### src/rtl/mem_stage_pkg.sv
// Shared pipeline types for the memory stage: load/store size encoding,
// memory-handshake FSM states and the store-data lane replication helper.
package pipTypes;

    typedef enum logic [1:0] {
        LS_BYTE = 2'd0,
        LS_HALF = 2'd1,
        LS_WORD = 2'd2
    } ls_size_t;

    typedef enum logic {
        MEM_IDLE   = 1'b0,
        MEM_RDWAIT = 1'b1
    } mem_state_t;

    // Copy the low bytes of store data into every lane the access may touch.
    function automatic logic [31:0] replicate_store(input logic [31:0] d, input ls_size_t size);
        case (size)
            LS_BYTE: replicate_store = {4{d[7:0]}};
            LS_HALF: replicate_store = {2{d[15:0]}};
            default: replicate_store = d;
        endcase
    endfunction

endpackage

### src/rtl/mem_stage_load_align.sv
// Little-endian lane logic: selects and extends load data and produces the
// byte-lane enables that stores share. Low address bits illegal for the size are ignored.
module load_align
    import pipTypes::*;
(
    input  logic [31:0] rd_data,
    input  logic [1:0]  addr,
    input  ls_size_t    size,
    input  logic        is_unsigned,
    output logic [31:0] data_out,
    output logic [3:0]  byte_en
);

    logic [7:0]  lane_b;
    logic [15:0] lane_h;

    assign lane_b = rd_data[{addr, 3'b000} +: 8];
    assign lane_h = addr[1] ? rd_data[31:16] : rd_data[15:0];

    always_comb begin
        data_out = '0;
        byte_en  = '0;
        case (size)
            LS_BYTE: begin
                data_out = {{24{~is_unsigned & lane_b[7]}}, lane_b};
                byte_en  = 4'b0001 << addr;
            end
            LS_HALF: begin
                data_out = {{16{~is_unsigned & lane_h[15]}}, lane_h};
                byte_en  = addr[1] ? 4'b1100 : 4'b0011;
            end
            default: begin
                data_out = rd_data;
                byte_en  = 4'b1111;
            end
        endcase
    end

endmodule

### src/rtl/mem_stage.sv
// Memory pipeline stage: EX/MEM register, data-memory load/store handshake,
// load alignment and MEM/WB register. Optional macro MEM_ALIGN_EXC_EN adds misalignment detection.
module mem_stage
    import pipTypes::*;
#(
    parameter int ADDR_WIDTH = 32
) (
    input  logic                  clock,
    input  logic                  reset_n,
    input  logic                  ex_valid,
    input  logic [31:0]           ex_result,
    input  logic [31:0]           ex_result_2,
    input  logic [4:0]            ex_dest_reg,
    input  logic                  ex_dest_reg_valid,
    input  logic                  ex_inval_dest_reg,
    input  logic                  ex_load_inst,
    input  logic                  ex_store_inst,
    input  logic [1:0]            ex_ls_size,
    input  logic                  ex_ls_unsigned,
    output logic                  stall,
    output logic                  exmem_valid,
    output logic [31:0]           exmem_result,
    output logic [4:0]            exmem_dest_reg,
    output logic                  exmem_dest_reg_valid,
    output logic [ADDR_WIDTH-1:0] dmem_addr,
    output logic [31:0]           dmem_wr_data,
    output logic [3:0]            dmem_byte_en,
    output logic                  dmem_rd,
    output logic                  dmem_wr,
    input  logic                  dmem_waitrequest,
    input  logic [31:0]           dmem_rd_data,
    input  logic                  dmem_rd_valid,
    output logic                  wb_valid,
    output logic [31:0]           wb_result,
    output logic [4:0]            wb_dest_reg,
`ifdef MEM_ALIGN_EXC_EN
    output logic                  addr_err,
`endif
    output logic                  wb_dest_reg_valid
);

    logic        exmem_valid_q, exmem_valid_d;
    logic [31:0] exmem_result_q, exmem_result_d;
    logic [31:0] exmem_result_2_q, exmem_result_2_d;
    logic [4:0]  exmem_dest_reg_q, exmem_dest_reg_d;
    logic        exmem_dv_q, exmem_dv_d;
    logic        exmem_load_q, exmem_load_d;
    logic        exmem_store_q, exmem_store_d;
    ls_size_t    exmem_size_q, exmem_size_d;
    logic        exmem_unsigned_q, exmem_unsigned_d;

    logic        wb_valid_q, wb_valid_d;
    logic [31:0] wb_result_q, wb_result_d;
    logic [4:0]  wb_dest_reg_q, wb_dest_reg_d;
    logic        wb_dv_q, wb_dv_d;

    mem_state_t  state_q, state_d;

    logic        is_store, is_load, misalign, memop, done;
    logic [31:0] load_data;

    assign is_store = exmem_valid_q & exmem_store_q;
    assign is_load  = exmem_valid_q & exmem_load_q & ~exmem_store_q;

`ifdef MEM_ALIGN_EXC_EN
    logic addr_err_q, addr_err_d;

    assign misalign = exmem_valid_q & (exmem_load_q | exmem_store_q) &
                      (((exmem_size_q == LS_HALF) & exmem_result_q[0]) |
                       ((exmem_size_q == LS_WORD) & (exmem_result_q[1:0] != 2'b00)));
    assign addr_err_d = stall ? 1'b0 : misalign;
    assign addr_err   = addr_err_q;

    always_ff @(posedge clock or negedge reset_n) begin
        if (!reset_n) addr_err_q <= 1'b0;
        else          addr_err_q <= addr_err_d;
    end
`else
    assign misalign = 1'b0;
`endif

    assign memop = (is_store | is_load) & ~misalign;

    load_align u_load_align (
        .rd_data     (dmem_rd_data),
        .addr        (exmem_result_q[1:0]),
        .size        (exmem_size_q),
        .is_unsigned (exmem_unsigned_q),
        .data_out    (load_data),
        .byte_en     (dmem_byte_en)
    );

    assign dmem_addr    = {exmem_result_q[ADDR_WIDTH-1:2], 2'b00};
    assign dmem_wr_data = replicate_store(exmem_result_2_q, exmem_size_q);

    // Requests are driven straight from the held EX/MEM contents, so they stay stable under waitrequest.
    always_comb begin
        state_d = state_q;
        dmem_rd = 1'b0;
        dmem_wr = 1'b0;
        done    = 1'b0;
        case (state_q)
            MEM_IDLE: begin
                if (memop) begin
                    if (is_store) begin
                        dmem_wr = 1'b1;
                        done    = ~dmem_waitrequest;
                    end else begin
                        dmem_rd = 1'b1;
                        if (!dmem_waitrequest) state_d = MEM_RDWAIT;
                    end
                end
            end
            MEM_RDWAIT: begin
                if (dmem_rd_valid) begin
                    done    = 1'b1;
                    state_d = MEM_IDLE;
                end
            end
            default: state_d = MEM_IDLE;
        endcase
    end

    assign stall = memop & ~done;

    always_comb begin
        exmem_valid_d    = exmem_valid_q;
        exmem_result_d   = exmem_result_q;
        exmem_result_2_d = exmem_result_2_q;
        exmem_dest_reg_d = exmem_dest_reg_q;
        exmem_dv_d       = exmem_dv_q;
        exmem_load_d     = exmem_load_q;
        exmem_store_d    = exmem_store_q;
        exmem_size_d     = exmem_size_q;
        exmem_unsigned_d = exmem_unsigned_q;
        wb_valid_d       = 1'b0;
        wb_result_d      = wb_result_q;
        wb_dest_reg_d    = wb_dest_reg_q;
        wb_dv_d          = 1'b0;
        if (!stall) begin
            exmem_valid_d    = ex_valid;
            exmem_result_d   = ex_result;
            exmem_result_2_d = ex_result_2;
            exmem_dest_reg_d = ex_dest_reg;
            exmem_dv_d       = ex_dest_reg_valid & ~ex_inval_dest_reg;
            exmem_load_d     = ex_load_inst;
            exmem_store_d    = ex_store_inst;
            exmem_size_d     = ls_size_t'(ex_ls_size);
            exmem_unsigned_d = ex_ls_unsigned;
            wb_valid_d       = exmem_valid_q;
            wb_result_d      = is_load ? load_data : exmem_result_q;
            wb_dest_reg_d    = exmem_dest_reg_q;
            wb_dv_d          = exmem_dv_q & exmem_valid_q & ~(is_load & misalign);
        end
    end

    always_ff @(posedge clock or negedge reset_n) begin
        if (!reset_n) begin
            state_q          <= MEM_IDLE;
            exmem_valid_q    <= 1'b0;
            exmem_result_q   <= '0;
            exmem_result_2_q <= '0;
            exmem_dest_reg_q <= '0;
            exmem_dv_q       <= 1'b0;
            exmem_load_q     <= 1'b0;
            exmem_store_q    <= 1'b0;
            exmem_size_q     <= LS_BYTE;
            exmem_unsigned_q <= 1'b0;
            wb_valid_q       <= 1'b0;
            wb_result_q      <= '0;
            wb_dest_reg_q    <= '0;
            wb_dv_q          <= 1'b0;
        end else begin
            state_q          <= state_d;
            exmem_valid_q    <= exmem_valid_d;
            exmem_result_q   <= exmem_result_d;
            exmem_result_2_q <= exmem_result_2_d;
            exmem_dest_reg_q <= exmem_dest_reg_d;
            exmem_dv_q       <= exmem_dv_d;
            exmem_load_q     <= exmem_load_d;
            exmem_store_q    <= exmem_store_d;
            exmem_size_q     <= exmem_size_d;
            exmem_unsigned_q <= exmem_unsigned_d;
            wb_valid_q       <= wb_valid_d;
            wb_result_q      <= wb_result_d;
            wb_dest_reg_q    <= wb_dest_reg_d;
            wb_dv_q          <= wb_dv_d;
        end
    end

    assign exmem_valid          = exmem_valid_q;
    assign exmem_result         = exmem_result_q;
    assign exmem_dest_reg       = exmem_dest_reg_q;
    assign exmem_dest_reg_valid = exmem_dv_q;
    assign wb_valid             = wb_valid_q;
    assign wb_result            = wb_result_q;
    assign wb_dest_reg          = wb_dest_reg_q;
    assign wb_dest_reg_valid    = wb_dv_q;

endmodule
### config.mk
export PLATFORM = sky130hd
export DESIGN_NAME = mem_stage
export DESIGN_NICKNAME = d
export VERILOG_FILES = /design/src/rtl/mem_stage_pkg.sv /design/src/rtl/mem_stage_load_align.sv /design/src/rtl/mem_stage.sv
export SDC_FILE = /design/constraint.sdc
export NUM_CORES = 1
export LEC_CHECK = 0
export ABC_AREA = 1
export BUFFER_PORTS_ARGS = -buffer_cell sky130_fd_sc_hd__buf_2
export CAP_MARGIN = 30
export CORE_MARGIN = 2
export CORE_UTILIZATION = 48
export DETAILED_ROUTE_END_ITERATION = 10
export PLACE_DENSITY = 0.81
export SETUP_SLACK_MARGIN = 0.5
export SLEW_MARGIN = 20
export SYNTH_ARGS = -nofsm -noshare
export SYNTH_HDL_FRONTEND = slang
export SYNTH_SLANG_ARGS = --single-unit
### constraint.sdc
create_clock -name clock -period 1.6 [get_ports clock]
set_input_delay 0.08 -clock clock [delete_from_list [all_inputs] [get_ports clock]]
set_output_delay 0.08 -clock clock [all_outputs]
set_load 0.02 [all_outputs]
==> impl_metrics.tcl, run 1 <==
set metrics [dict create \
    postGrtWorstEndpoint "exmem_result[17]$_DFFE_PN0N_/D" \
    lastStage "5_1_grt" \
    ys_warn_count 0 \
    dp_cells 1113 \
    cts_buffers 17 \
    status "stopped before the end" \
    seq_area_frac_synth 0.493 \
    synth-edff-count 0 \
    io_buffer_count 259 \
    start_util 0.490 \
    ios 262 \
    grt_max_degree 45 \
    die_w_um 115 \
    htree_num_levels 4 \
    worst_endpoint_kind "sequential cell input" \
    die_y_um 115 \
    place.gp.congestion 0.911 \
    syn_area_um2 5890 \
    syn_inst 765 \
    ys_types 24 \
    clock_sinks 116 \
    rows 40 \
    synthArstFlopShare 1.00 \
    syn_area_per_cell_um2 7.70 \
    cts.root.buffer_cell "clkbuf_16" \
    dp_hpwl_mm 13.2 \
    clock_path_buffers 2 \
    synth_ff_type "dfrtp_1" \
    synth-seq-cells 116 \
    place_ws_ps 148 \
    error "[ERROR DPL-0038] Utilization greater than 100%, impossible to legalize" \
]
-- cell usage after synthesis (4+ instances only) --
master / count / area (um2)
dfrtp_1: 116 / 2900
inv_1: 61 / 229
clkbuf_1: 15 / 56.3
inv_2: 4 / 15.0
buf_4: 43 / 323
nor2_1: 17 / 63.8
o221ai_1: 8 / 70.1
nand3_1: 46 / 230
o21ai_0: 82 / 410
buf_2: 21 / 105
a21oi_1: 65 / 325
nand2_1: 265 / 995
-- metrics by stage --
stage	hold WS, ps	util	cell area (um2)
floorplan	-216	-	6160
global placement	38.4	0.614	7380
detailed placement	33.8	0.614	7380
CTS	3.65	0.954	11500
-- logic make-up after synthesis --
logic type | share of synthesized area
simple gates | 0.233
buf+inv | 0.131
compound gates | 0.142
other cells | 0.000637
flops | 0.493
-- what timing repair did --
item	in CTS
gates cloned	34
gates resized for setup	412
hold endpoints to repair	194
pin swaps	59
buffers inserted	59
hold buffers	81
setup endpoints to repair	158
==> inputs of run 2 (changes only) <==
--- a/config.mk
+++ b/config.mk
@@ -9,10 +9,9 @@
 export BUFFER_PORTS_ARGS = -buffer_cell sky130_fd_sc_hd__buf_2
 export CAP_MARGIN = 30
 export CORE_MARGIN = 2
-export CORE_UTILIZATION = 48
+export CORE_UTILIZATION = 35
 export DETAILED_ROUTE_END_ITERATION = 10
-export PLACE_DENSITY = 0.81
-export SETUP_SLACK_MARGIN = 0.5
+export PLACE_DENSITY_LB_ADDON = 0.15
 export SLEW_MARGIN = 20
 export SYNTH_ARGS = -nofsm -noshare
 export SYNTH_HDL_FRONTEND = slang
==> impl_metrics.tcl, run 2 <==
set metrics [dict create \
    status "finished with violations" \
    violations "negative setup slack" \
    insertion_delay_ps 420 \
    clock_path_buffers 2 \
    clockPowerShare 0.156 \
    clkTransAtPathRegs_ps 60 \
    fillers 1493 \
    start_util 0.356 \
    cts.root.buffer_cell "clkbuf_16" \
    power.total_uw 25600 \
    die_w_um 134 \
    crit_arrival_ps 1570 \
    seq_area_um2 2910 \
    nets 1210 \
    drt_pass1_iterations 5 \
    clock_sinks 116 \
    r2r_slack_ps 40 \
    place_ws_ps 105 \
    switching_share 0.468 \
    dp_hpwl_mm 13.9 \
    powerDensity_nw_per_um2 2670 \
    yosys-top-cells-count "nand2_1, dfrtp_1, o21ai_0" \
    hold_viol 0 \
    cts_tree "done" \
    setup-tns-final_ps -467 \
    synth.most_common_cell "nand2_1" \
    die_area_um2 17900 \
    met2WireLength_mm 10.6 \
    fin_util 0.582 \
    io_buffer_count 259 \
    cp_max_fo 8 \
    final_common_cell "nand2_1" \
    syn_area_um2 5890 \
    die_y_um 134 \
    htree_num_levels 4 \
    wl_met1_mm 9.08 \
    drt-initial-drc-count 404 \
    pwr-share-seq 0.217 \
    syn_area_per_cell_um2 7.70 \
    power.internal_uw 13600 \
    synth-edff-count 0 \
    wl_per_cell_um 16.2 \
    synthArstFlopShare 1.00 \
    clock-skew-final_ps 8.12 \
    seq_area_frac_synth 0.493 \
    grt_overflow 0 \
    fin_crit_sh 1.03 \
    cts_buffers 17 \
    post-route-min-period_ps 1650 \
    rr_endpoint "wb_result[14]$_DFFE_PN0N_" \
    rsz0062_at_grt "yes" \
    reg2reg_depth 8 \
    rows 47 \
    layout-drive-gt1-share 0.362 \
    maxCapViolCount 0 \
    leakage_uw 0.00504 \
    maxSlewViolCount 0 \
    grt_pass1_vias 6180 \
    place.gp.congestion 0.864 \
    ys_warn_count 0 \
    final_cell_mix "nand2_1, buf_2, dfrtp_1, dlygate4sd3_1, o21ai_0" \
    p_sw_uw 12000 \
    top_layer_used "met5" \
    antenna_found_initial 2 \
    critPathCapture "dmem_wr_data[29]" \
    ys_types 24 \
    min_path_type "in -> reg" \
    crit_start "exmem_size_q[1]$_DFFE_PN0N_" \
    dr_wl_met3_mm 1.42 \
    ios 262 \
    drtAntennaViolNets 0 \
    worst-setup-path-type "reg -> out" \
    synth_ff_type "dfrtp_1" \
    grt_pass1_wl_mm 32.1 \
    yosys-top-cells-area "dfrtp_1, nand2_1, o21ai_0" \
    r2r_start "exmem_size_q[1]$_DFFE_PN0N_" \
    final_area_um2 9610 \
    routed_wl_mm 21.6 \
    synth_area_leader_cell "dfrtp_1" \
    max_freq_mhz 606 \
    synthDominantCellAreaShare 0.493 \
    critPathCaptureType "output port" \
    power_frac_comb 0.628 \
    vias_per_cell 4.76 \
    fin_ws_ps -51.4 \
    multi_input_area_um2 2460 \
    synth-seq-cells 116 \
    syn_inst 765 \
    dpl_cell_area_um2 7330 \
    vdd_drop_max_uv 1260 \
    track_usage 0.232 \
    required_ps 1520 \
    syn2layout_area_growth_pct 63.1 \
    grt_max_degree 46 \
    vias 6340 \
    setup_viol 17 \
    drc 0 \
    core-area_um2 16500 \
    start_kind "register" \
]
==> run 2: cell counts after synthesis <==
No cell type changed its count.
==> run 2: cell families (layout without fill, tap and decap cells) <==
group / Yosys count / after routing / synth area share
compound gates: 160 / 160 / 0.142
buf+inv: 150 / 494 / 0.131
other cells: 1 / 3 / 0.000637
simple gates: 338 / 338 / 0.233
flops: 116 / 116 / 0.493
==> run 2: layer usage <==
metal  global-route usage  vias to the layer above
met1                0.277                     2975
met4               0.0851                        2
met2                0.397                      241
met3               0.0662                       36
met5                    0                        -
li1                     -                     3086
==> run 2: worst min-delay path by stage <==
stage | end | from | slack (ps) | cells after the start
floorplan | exmem_dest_reg[0]$_DFFE_PN0N_ | reset_n | -220 | 0
global placement | exmem_result[29]$_DFFE_PN0N_ | reset_n | 30 | 1
detailed placement | exmem_result[29]$_DFFE_PN0N_ | reset_n | 30 | 1
CTS | wb_result[0]$_DFFE_PN0N_ | dmem_rd_data[0] | 10 | 5
global route | wb_result[29]$_DFFE_PN0N_ | dmem_rd_data[29] | 40 | 5
finish | wb_result[5]$_DFFE_PN0N_ | dmem_rd_data[5] | 40 | 5
==> run 2: cell type report <==
cell class / instances / area share
Timing Repair Buffer: 397 / 0.323
Sequential cell: 116 / 0.302
Multi-Input combinational cell: 500 / 0.256
Clock buffer: 18 / 0.0447
Tap cell: 220 / 0.0286
Inverter: 65 / 0.0262
Clock inverter: 14 / 0.0194
Antenna cell: 1 / 0.000260
==> run 2: what timing repair did <==
action / CTS / global route
gates cloned: 4 / 8
hold buffers: 82 / 0
setup buffers: 7 / 6
gates resized for setup: 59 / 63
hold endpoints to repair: 195 / 0
endpoints found under the setup margin: 22 / 126
pin swaps: 2 / 8
==> run 2: critical path, cell delays in order (launching register included) <==
cell and delay, ps:
dfrtp_2 480, nor2_4 190, buf_12 170, nand2_2 80
o221ai_2 60, buf_4 170
==> run 2: power by group through the flow <==
| stage | logic [uW] | registers (uW) | clock network (uW) |
|---|---|---|---|
| 6_report | 16100 | 5560 | 3990 |
| 2_1_floorplan | 7540 | 6580 | 0 |
| 4_1_cts | 14200 | 5520 | 4070 |
| 3_5_place_dp | 12600 | 5490 | 0 |
| 5_1_grt | 17400 | 5760 | 4230 |
| 3_3_place_gp | 12600 | 5480 | 0 |
==> run 2: metrics by stage <==
stage               hold slack [ps]  cells
floorplan                      -216    766
global placement               27.0   1191
detailed placement             27.3   1191
CTS                            11.9   1316
global route                   38.5   1330
finish                         38.2   1331
Note: power is estimated with default switching activity, not from simulation.
